--- config.mk ---
export PLATFORM = sky130hd
export DESIGN_NAME = obstacle_lane_scheduler
export DESIGN_NICKNAME = d
export VERILOG_FILES = /design/src/rtl/obstacle_lane_scheduler.sv
export SDC_FILE = /design/constraint.sdc
export NUM_CORES = 1
export LEC_CHECK = 0
export CORE_ASPECT_RATIO = 1.1
export CORE_MARGIN = 2
export CORE_UTILIZATION = 61
export CTS_CLUSTER_DIAMETER = 60
export CTS_CLUSTER_SIZE = 10
export DETAILED_ROUTE_END_ITERATION = 8
export GPL_TIMING_DRIVEN = 0
export PLACE_DENSITY_LB_ADDON = 0.1
export SYNTH_ARGS = -nofsm -noshare
export SYNTH_HDL_FRONTEND = slang
export SYNTH_SLANG_ARGS = --single-unit
--- constraint.sdc ---
create_clock -name i_Clk -period 4.35 [get_ports i_Clk]
set_input_delay 1.305 -clock i_Clk [delete_from_list [all_inputs] [get_ports i_Clk]]
set_output_delay 1.305 -clock i_Clk [all_outputs]
set_load 0.05 [all_outputs]
--- src/rtl/obstacle_lane_scheduler.sv ---
`default_nettype none
// ============================================================================
// Module      : obstacle_lane_scheduler
// Description : Multiplexes the obstacle lanes onto one shared position-update
//               datapath. It derives a movement tick from the score band. On
//               each tick it issues one step request per lane, in round-robin
//               order. On a level-up it freezes traffic for a fixed number of
//               ticks, then reloads a pseudo-random direction pattern.
// Ports       : i_Clk, i_Reset      - clock, synchronous active-high reset
//               i_Score             - score selecting the tick period band
//               i_Level_Up          - single-cycle level-up request
//               i_Pause             - holds the tick counter while high
//               i_Step_Ready        - datapath accepts the current step
//               o_Step_*            - registered step request (valid/lane/
//                                     amount/direction)
//               o_Reverse           - per-lane direction vector (1 = R-to-L)
//               o_Freeze            - traffic frozen after a level-up
//               o_Level_Ack         - one-cycle pulse when a pattern loads
//               o_Level             - level count, saturating at 15
//               o_Overrun           - sticky: tick arrived mid-round
// Options     : define OBST_SCHED_LANE_MASK_EN to add i_Lane_Mask. Masked
//               lanes are skipped without spending a cycle.
// Revision    : 1.0 - initial release
// ============================================================================
module obstacle_lane_scheduler #(
    parameter int unsigned         C_BASE_CAR_SPEED = 781250,
    parameter int unsigned         C_NB_CARS        = 4,
    parameter int unsigned         NUM_BITS         = 4,
    parameter int unsigned         C_FREEZE_TICKS   = 64,
    parameter logic [NUM_BITS-1:0] C_INIT_REVERSE   = 4'b1010,
    parameter logic [7:0]          C_LFSR_SEED      = 8'hA5
) (
    input  logic                i_Clk,
    input  logic                i_Reset,
    input  logic [5:0]          i_Score,
    input  logic                i_Level_Up,
    input  logic                i_Pause,
    input  logic                i_Step_Ready,
`ifdef OBST_SCHED_LANE_MASK_EN
    input  logic [NUM_BITS-1:0] i_Lane_Mask,
`endif
    output logic                o_Step_Valid,
    output logic [1:0]          o_Step_Lane,
    output logic [2:0]          o_Step_Amount,
    output logic                o_Step_Reverse,
    output logic [NUM_BITS-1:0] o_Reverse,
    output logic                o_Freeze,
    output logic                o_Level_Ack,
    output logic [3:0]          o_Level,
    output logic                o_Overrun
);

    typedef enum logic [1:0] {
        S_RUN    = 2'd0,
        S_ISSUE  = 2'd1,
        S_FREEZE = 2'd2,
        S_RELOAD = 2'd3
    } state_t;

    localparam logic [19:0] c_period_b0   = 20'(C_BASE_CAR_SPEED);
    localparam logic [19:0] c_period_b1   = 20'(C_BASE_CAR_SPEED >> 1);
    localparam logic [19:0] c_period_b2   = 20'(C_BASE_CAR_SPEED >> 2);
    localparam logic [19:0] c_period_b3   = 20'(C_BASE_CAR_SPEED >> 3);
    localparam logic [7:0]  c_lfsr_seed   = (C_LFSR_SEED == 8'h00) ? 8'h01 : C_LFSR_SEED;
    localparam logic [7:0]  c_freeze_last = 8'(C_FREEZE_TICKS - 1);

    state_t              r_state;
    state_t              w_state_next;
    logic [1:0]          r_lane;
    logic [1:0]          w_lane_next;
    logic [19:0]         r_period;
    logic [19:0]         w_period_sel;
    logic [19:0]         w_period_m1;
    logic [19:0]         r_count;
    logic                w_tick;
    logic [7:0]          r_lfsr;
    logic                w_lfsr_fb;
    logic                r_pending;
    logic                w_enter_freeze;
    logic [7:0]          r_ftick;
    logic [NUM_BITS-1:0] r_reverse;
    logic [3:0]          r_level;
    logic                r_overrun;
    logic [3:0]          r_enable;
    logic [3:0]          w_enable_tick;
    logic [3:0]          w_lane_exists;
    logic [3:0]          w_mask4;
    logic [3:0]          w_rev4;
    logic                w_first_found;
    logic [1:0]          w_first_lane;
    logic                w_after_found;
    logic [1:0]          w_after_lane;

    // ------------------------------------------------------------------
    // Fixed four-lane views of the lane-existence, mask and direction bits.
    // These keep lane indexing in range whatever C_NB_CARS / NUM_BITS are.
    // ------------------------------------------------------------------
    genvar gi;
    generate
        for (gi = 0; gi < 4; gi++) begin : g_lane
            assign w_lane_exists[gi] = (gi < C_NB_CARS);
            if (gi < NUM_BITS) begin : g_rev_bit
                assign w_rev4[gi] = r_reverse[gi];
            end else begin : g_rev_pad
                assign w_rev4[gi] = 1'b0;
            end
        end
    endgenerate

`ifdef OBST_SCHED_LANE_MASK_EN
    generate
        for (gi = 0; gi < 4; gi++) begin : g_mask
            if (gi < NUM_BITS) begin : g_mask_bit
                assign w_mask4[gi] = i_Lane_Mask[gi];
            end else begin : g_mask_pad
                assign w_mask4[gi] = 1'b0;
            end
        end
    endgenerate
`else
    assign w_mask4 = 4'b0000;
`endif

    assign w_enable_tick = w_lane_exists & ~w_mask4;

    // ------------------------------------------------------------------
    // Tick generation
    // ------------------------------------------------------------------
    always_comb begin
        if (i_Score >= 6'd1 && i_Score <= 6'd3) begin
            w_period_sel = c_period_b0;
        end else if (i_Score >= 6'd4 && i_Score <= 6'd6) begin
            w_period_sel = c_period_b1;
        end else if (i_Score >= 6'd7 && i_Score <= 6'd9) begin
            w_period_sel = c_period_b2;
        end else begin
            w_period_sel = c_period_b3;
        end
    end

    // The period register is a pure pipeline of i_Score. It also loads
    // during reset, so the first count after release already uses the
    // correct band.
    always_ff @(posedge i_Clk) begin
        r_period <= w_period_sel;
    end

    assign w_period_m1 = r_period - 20'd1;
    // ">=" rather than "==": when the score shrinks the period below the
    // current count, the tick fires at once instead of wrapping 2^20.
    assign w_tick      = !i_Pause && (r_count >= w_period_m1);

    assign w_lfsr_fb      = r_lfsr[7] ^ r_lfsr[5] ^ r_lfsr[4] ^ r_lfsr[3];
    assign w_enter_freeze = (r_state == S_RUN) && r_pending;

    // ------------------------------------------------------------------
    // Lane search: the first enabled lane at the tick, and the next enabled
    // lane after the current one. Masked lanes therefore cost no cycle.
    // ------------------------------------------------------------------
    always_comb begin
        w_first_found = 1'b0;
        w_first_lane  = 2'd0;
        w_after_found = 1'b0;
        w_after_lane  = 2'd0;
        for (int i = 3; i >= 0; i--) begin
            if (w_enable_tick[i]) begin
                w_first_found = 1'b1;
                w_first_lane  = 2'(i);
            end
            if (r_enable[i] && (i > int'(r_lane))) begin
                w_after_found = 1'b1;
                w_after_lane  = 2'(i);
            end
        end
    end

    // ------------------------------------------------------------------
    // FSM: state register
    // ------------------------------------------------------------------
    always_ff @(posedge i_Clk) begin
        if (i_Reset) begin
            r_state <= S_RUN;
            r_lane  <= 2'd0;
        end else begin
            r_state <= w_state_next;
            r_lane  <= w_lane_next;
        end
    end

    // ------------------------------------------------------------------
    // FSM: next state and state-decoded outputs
    // ------------------------------------------------------------------
    always_comb begin
        w_state_next = r_state;
        w_lane_next  = r_lane;
        o_Step_Valid = 1'b0;
        o_Freeze     = 1'b0;
        o_Level_Ack  = 1'b0;
        case (r_state)
            S_RUN: begin
                // A pending level-up wins over a coincident tick.
                if (r_pending) begin
                    w_state_next = S_FREEZE;
                end else if (w_tick && w_first_found) begin
                    w_state_next = S_ISSUE;
                    w_lane_next  = w_first_lane;
                end
            end
            S_ISSUE: begin
                o_Step_Valid = 1'b1;
                if (i_Step_Ready) begin
                    if (w_after_found) begin
                        w_lane_next = w_after_lane;
                    end else begin
                        w_state_next = S_RUN;
                    end
                end
            end
            S_FREEZE: begin
                o_Freeze = 1'b1;
                if (w_tick && (r_ftick == c_freeze_last)) begin
                    w_state_next = S_RELOAD;
                end
            end
            default: begin
                o_Level_Ack  = 1'b1;
                w_state_next = S_RUN;
            end
        endcase
    end

    // ------------------------------------------------------------------
    // Counter, LFSR, level-up bookkeeping and direction/level registers
    // ------------------------------------------------------------------
    always_ff @(posedge i_Clk) begin
        if (i_Reset) begin
            r_count   <= 20'd0;
            r_lfsr    <= c_lfsr_seed;
            r_pending <= 1'b0;
            r_ftick   <= 8'd0;
            r_reverse <= C_INIT_REVERSE;
            r_level   <= 4'd0;
            r_overrun <= 1'b0;
            r_enable  <= 4'd0;
        end else begin
            r_lfsr <= {r_lfsr[6:0], w_lfsr_fb};

            if (w_enter_freeze || w_tick) begin
                r_count <= 20'd0;
            end else if (!i_Pause) begin
                r_count <= r_count + 20'd1;
            end

            if (w_enter_freeze) begin
                r_pending <= 1'b0;
            end else if (i_Level_Up && (r_state != S_FREEZE) && (r_state != S_RELOAD)) begin
                r_pending <= 1'b1;
            end

            if (w_enter_freeze) begin
                r_ftick <= 8'd0;
            end else if ((r_state == S_FREEZE) && w_tick) begin
                r_ftick <= r_ftick + 8'd1;
            end

            // The mask is captured at the tick so the round is stable.
            if ((r_state == S_RUN) && w_tick) begin
                r_enable <= w_enable_tick;
            end

            if (r_state == S_RELOAD) begin
                r_reverse <= r_lfsr[NUM_BITS-1:0];
                if (r_level != 4'hF) begin
                    r_level <= r_level + 4'd1;
                end
            end

            // A tick during a round is dropped, but it is recorded.
            if ((r_state == S_ISSUE) && w_tick) begin
                r_overrun <= 1'b1;
            end
        end
    end

    always_comb begin
        case (r_lane)
            2'd0:    o_Step_Amount = 3'd2;
            2'd1:    o_Step_Amount = 3'd4;
            2'd2:    o_Step_Amount = 3'd2;
            default: o_Step_Amount = 3'd1;
        endcase
    end

    assign o_Step_Lane    = r_lane;
    assign o_Step_Reverse = w_rev4[r_lane];
    assign o_Reverse      = r_reverse;
    assign o_Level        = r_level;
    assign o_Overrun      = r_overrun;

endmodule
`default_nettype wire

==> results.cfg <==
[clocking]
cts_tree = done
cts_max_level = 3
cts_made_buffers = 9
clockRootBuffer = clkbuf_8
path_clk_slew_ps = 60
hold_buffers = 0
clk_path_buf_depth = 2
clock-sinks = 61
cts.repair.resized = 0
clk-insertion-delay-late_ps = 340
post_cts_buffers = 0

[yosys]
syn_nets = 367
synth_top_area_share_pct = 41.5
ys_warn_count = 0
yosysTopAreaCell = dfxtp_1
ys_seq_elements = 61
synth_edf_count = 0
synthArstFlopShare_pct = 0
synth_common_cells = dfxtp_1, nor2_1, nand2_1, ha_1, inv_1
yosysMostFrequentCell = dfxtp_1
syn_inst = 333
syn_avg_cell_area_sq_um = 8.83
synth.distinct_cells = 47
yosysSeqAreaShare_pct = 41.5
synth_area_leaders = dfxtp_1, ha_1, nor2_1
synth_ff_type = dfxtp_1
syn_area_sq_um = 2940

[timing]
min_period_ps = 3500
tightest_slew_ps = 543
rsz0062_at_grt = false
timing.hold.ws_ps = 423
setup_viol = 0
relSlewSlack_pct = 63.8
drv_slew = 0
period_share_pct = 80.4
skew_ps = 7.14
hold_viol = 0
max_freq_mhz = 286
setup_tns_ps = 0

[place]
port_buffers = 26
hpwl_mm = 4.13
dp.cells = 415
place.gp.congestion = 0.836

[drt]
routed_wl_mm = 5.79
first_pass_iters = 4
ant_nets = 0
drc = 0
via_per_inst = 5.59
dr.first_iter.drc_count = 98
vias = 2409
routedWlPerCell_um = 13.4

[die]
core-area_sq_um = 4650
io_pins = 29
die_area_sq_um = 5390
initial_core_util_pct = 63.2
rows = 26
die_h_um = 76.8
die_w_um = 70.2

[setup_path]
cp_top_family = buffers and inverters
start_kind = register
worstPathMaxFanout = 10
endpoint_kind = output pin
crit_type = register to output pin
cp.arrival_ps = 2190
cp_slowest_cell = clkdlybuf4s50_1
critical_path_required_ps = 3040
crit_path_cell_trace = clkbuf_1 -> inv_1 -> nor2_1 -> clkdlybuf4s50_1
max_stage_delay_ps = 830
path_buf_inv = 3

[outcome]
outcome = finished, final reports clean

[global_routing]
grt_pass1_wl_mm = 10.0
antenna_found_initial = 0
track_usage_pct = 23.2
first_global_vias = 2259
grt_overflow = 0
grt_max_degree = 12

[min_path]
hold_path.class = register to register

[layout]
nFillCells = 364
instances_no_fill = 431
insertedDiodeCount = 0
syn_to_final_growth_pct = 17.3
final_nets = 404
layout-drive-gt1-share_pct = 6.13

[pwr]
p_leak_nw = 1.38
p_per_area_nw_per_um2 = 323
irDropWorstVdd_v = 0.000221

[run]
max_cap_violations = 0
-- power breakdown --
part / leakage (nW) / internal, mW / switching [mW]
Sequential: 0.496 / 0.573 / 0.0119
Clock: 0.0815 / 0.222 / 0.226
Combinational: 0.800 / 0.0327 / 0.0462
Total: 1.38 / 0.827 / 0.284
-- final cells by class --
class / count / area, sq um / share of cell area (%)
Buffer: 11 / 48.8 / 1.42
Clock buffer: 11 / 141 / 4.10
Clock inverter: 5 / 36.3 / 1.05
Inverter: 21 / 78.8 / 2.29
Multi-Input combinational cell: 240 / 1590 / 46.1
Sequential cell: 61 / 1220 / 35.4
Tap cell: 56 / 70.1 / 2.03
Timing Repair Buffer: 26 / 260 / 7.55
-- cell usage in the layout, fill, tap and decap left out, types with 2 or more instances in the layout --
cell,instances
o41ai_1,3
nor3_1,12
inv_1,21
o31ai_1,4
nand2b_1,6
ha_1,23
or4_1,5
a211o_1,2
a21oi_1,19
mux2i_1,4
nor4_1,2
or3_1,5
o21ai_0,5
nand3_1,9
or2_2,3
xnor2_1,12
a21o_1,2
nand4_1,10
clkdlybuf4s50_1,26
xor2_1,14
a31oi_1,2
nor2b_1,6
clkbuf_8,10
nor2_1,39
and3_1,6
nand2_1,27
clkinvlp_4,3
dfxtp_1,61
clkbuf_1,10
nand4b_1,2
-- routing by layer --
layer	track usage (%)	vias up	share of wire [%]
met5	0	-	0
met4	9.81	0	2.1
met3	5.52	11	3.5
met2	40.2	40	48
met1	27.3	1111	47
li1	-	1247	-
-- logic make-up after synthesis --
group	share of synthesized area, %
AOI/OAI and AO/OA	10.3
xor gates and xnor gates	7.75
adders and majority gates	9.79
buffers and inverters	4.34
DFF	41.5
muxes	2.13
and+or+nand+nor	24.1
-- sequential cells by signal, summed over array words and instances (netlist names) --
name and flops:
r_count 20, r_period 10, r_ftick 8, r_lfsr 8, o_Level 4, o_Reverse 4, o_Step_Lane 2, r_state 2
o_Overrun 1, r_enable 1, r_pending 1
-- through the flow --
stage          setup WS [ps]  util (%)  power (mW)  instance area [sq um]
2_1_floorplan           1130         -       0.648                   2940
3_3_place_gp            1200      70.3       0.673                   3270
3_5_place_dp            1230      70.3       0.675                   3270
4_1_cts                  842      74.1        1.12                   3450
5_1_grt                  714      74.1        1.16                   3450
6_report                 853      74.1        1.11                   3450
-- final timing paths --
path                                               from                       to  slack, ps  depth (start not counted)
worst min register to register     r_lfsr[6]$_SDFF_PP0_     r_lfsr[7]$_SDFF_PP1_        420                          1
worst max register to register  r_period[18]$_SDFF_PP0_  r_ftick[3]$_SDFFE_PP0P_       1650                         13
worst max-delay path            r_state[0]$_SDFFE_PP0P_             o_Step_Valid        850                          4
worst min-delay path               r_lfsr[6]$_SDFF_PP0_     r_lfsr[7]$_SDFF_PP1_        420                          1
-- worst register-to-register path, stage by stage, from the launching register on --
cell	delay, ps
dfxtp_1	310
inv_1	130
ha_1	210
inv_1	70
nor4_1	230
ha_1	290
nand2_1	90
o21ai_0	120
a22oi_1	180
a31o_1	200
buf_6	140
clkbuf_1	370
o21ai_0	160
a21oi_1	140
(Power assumes the default switching activity.)
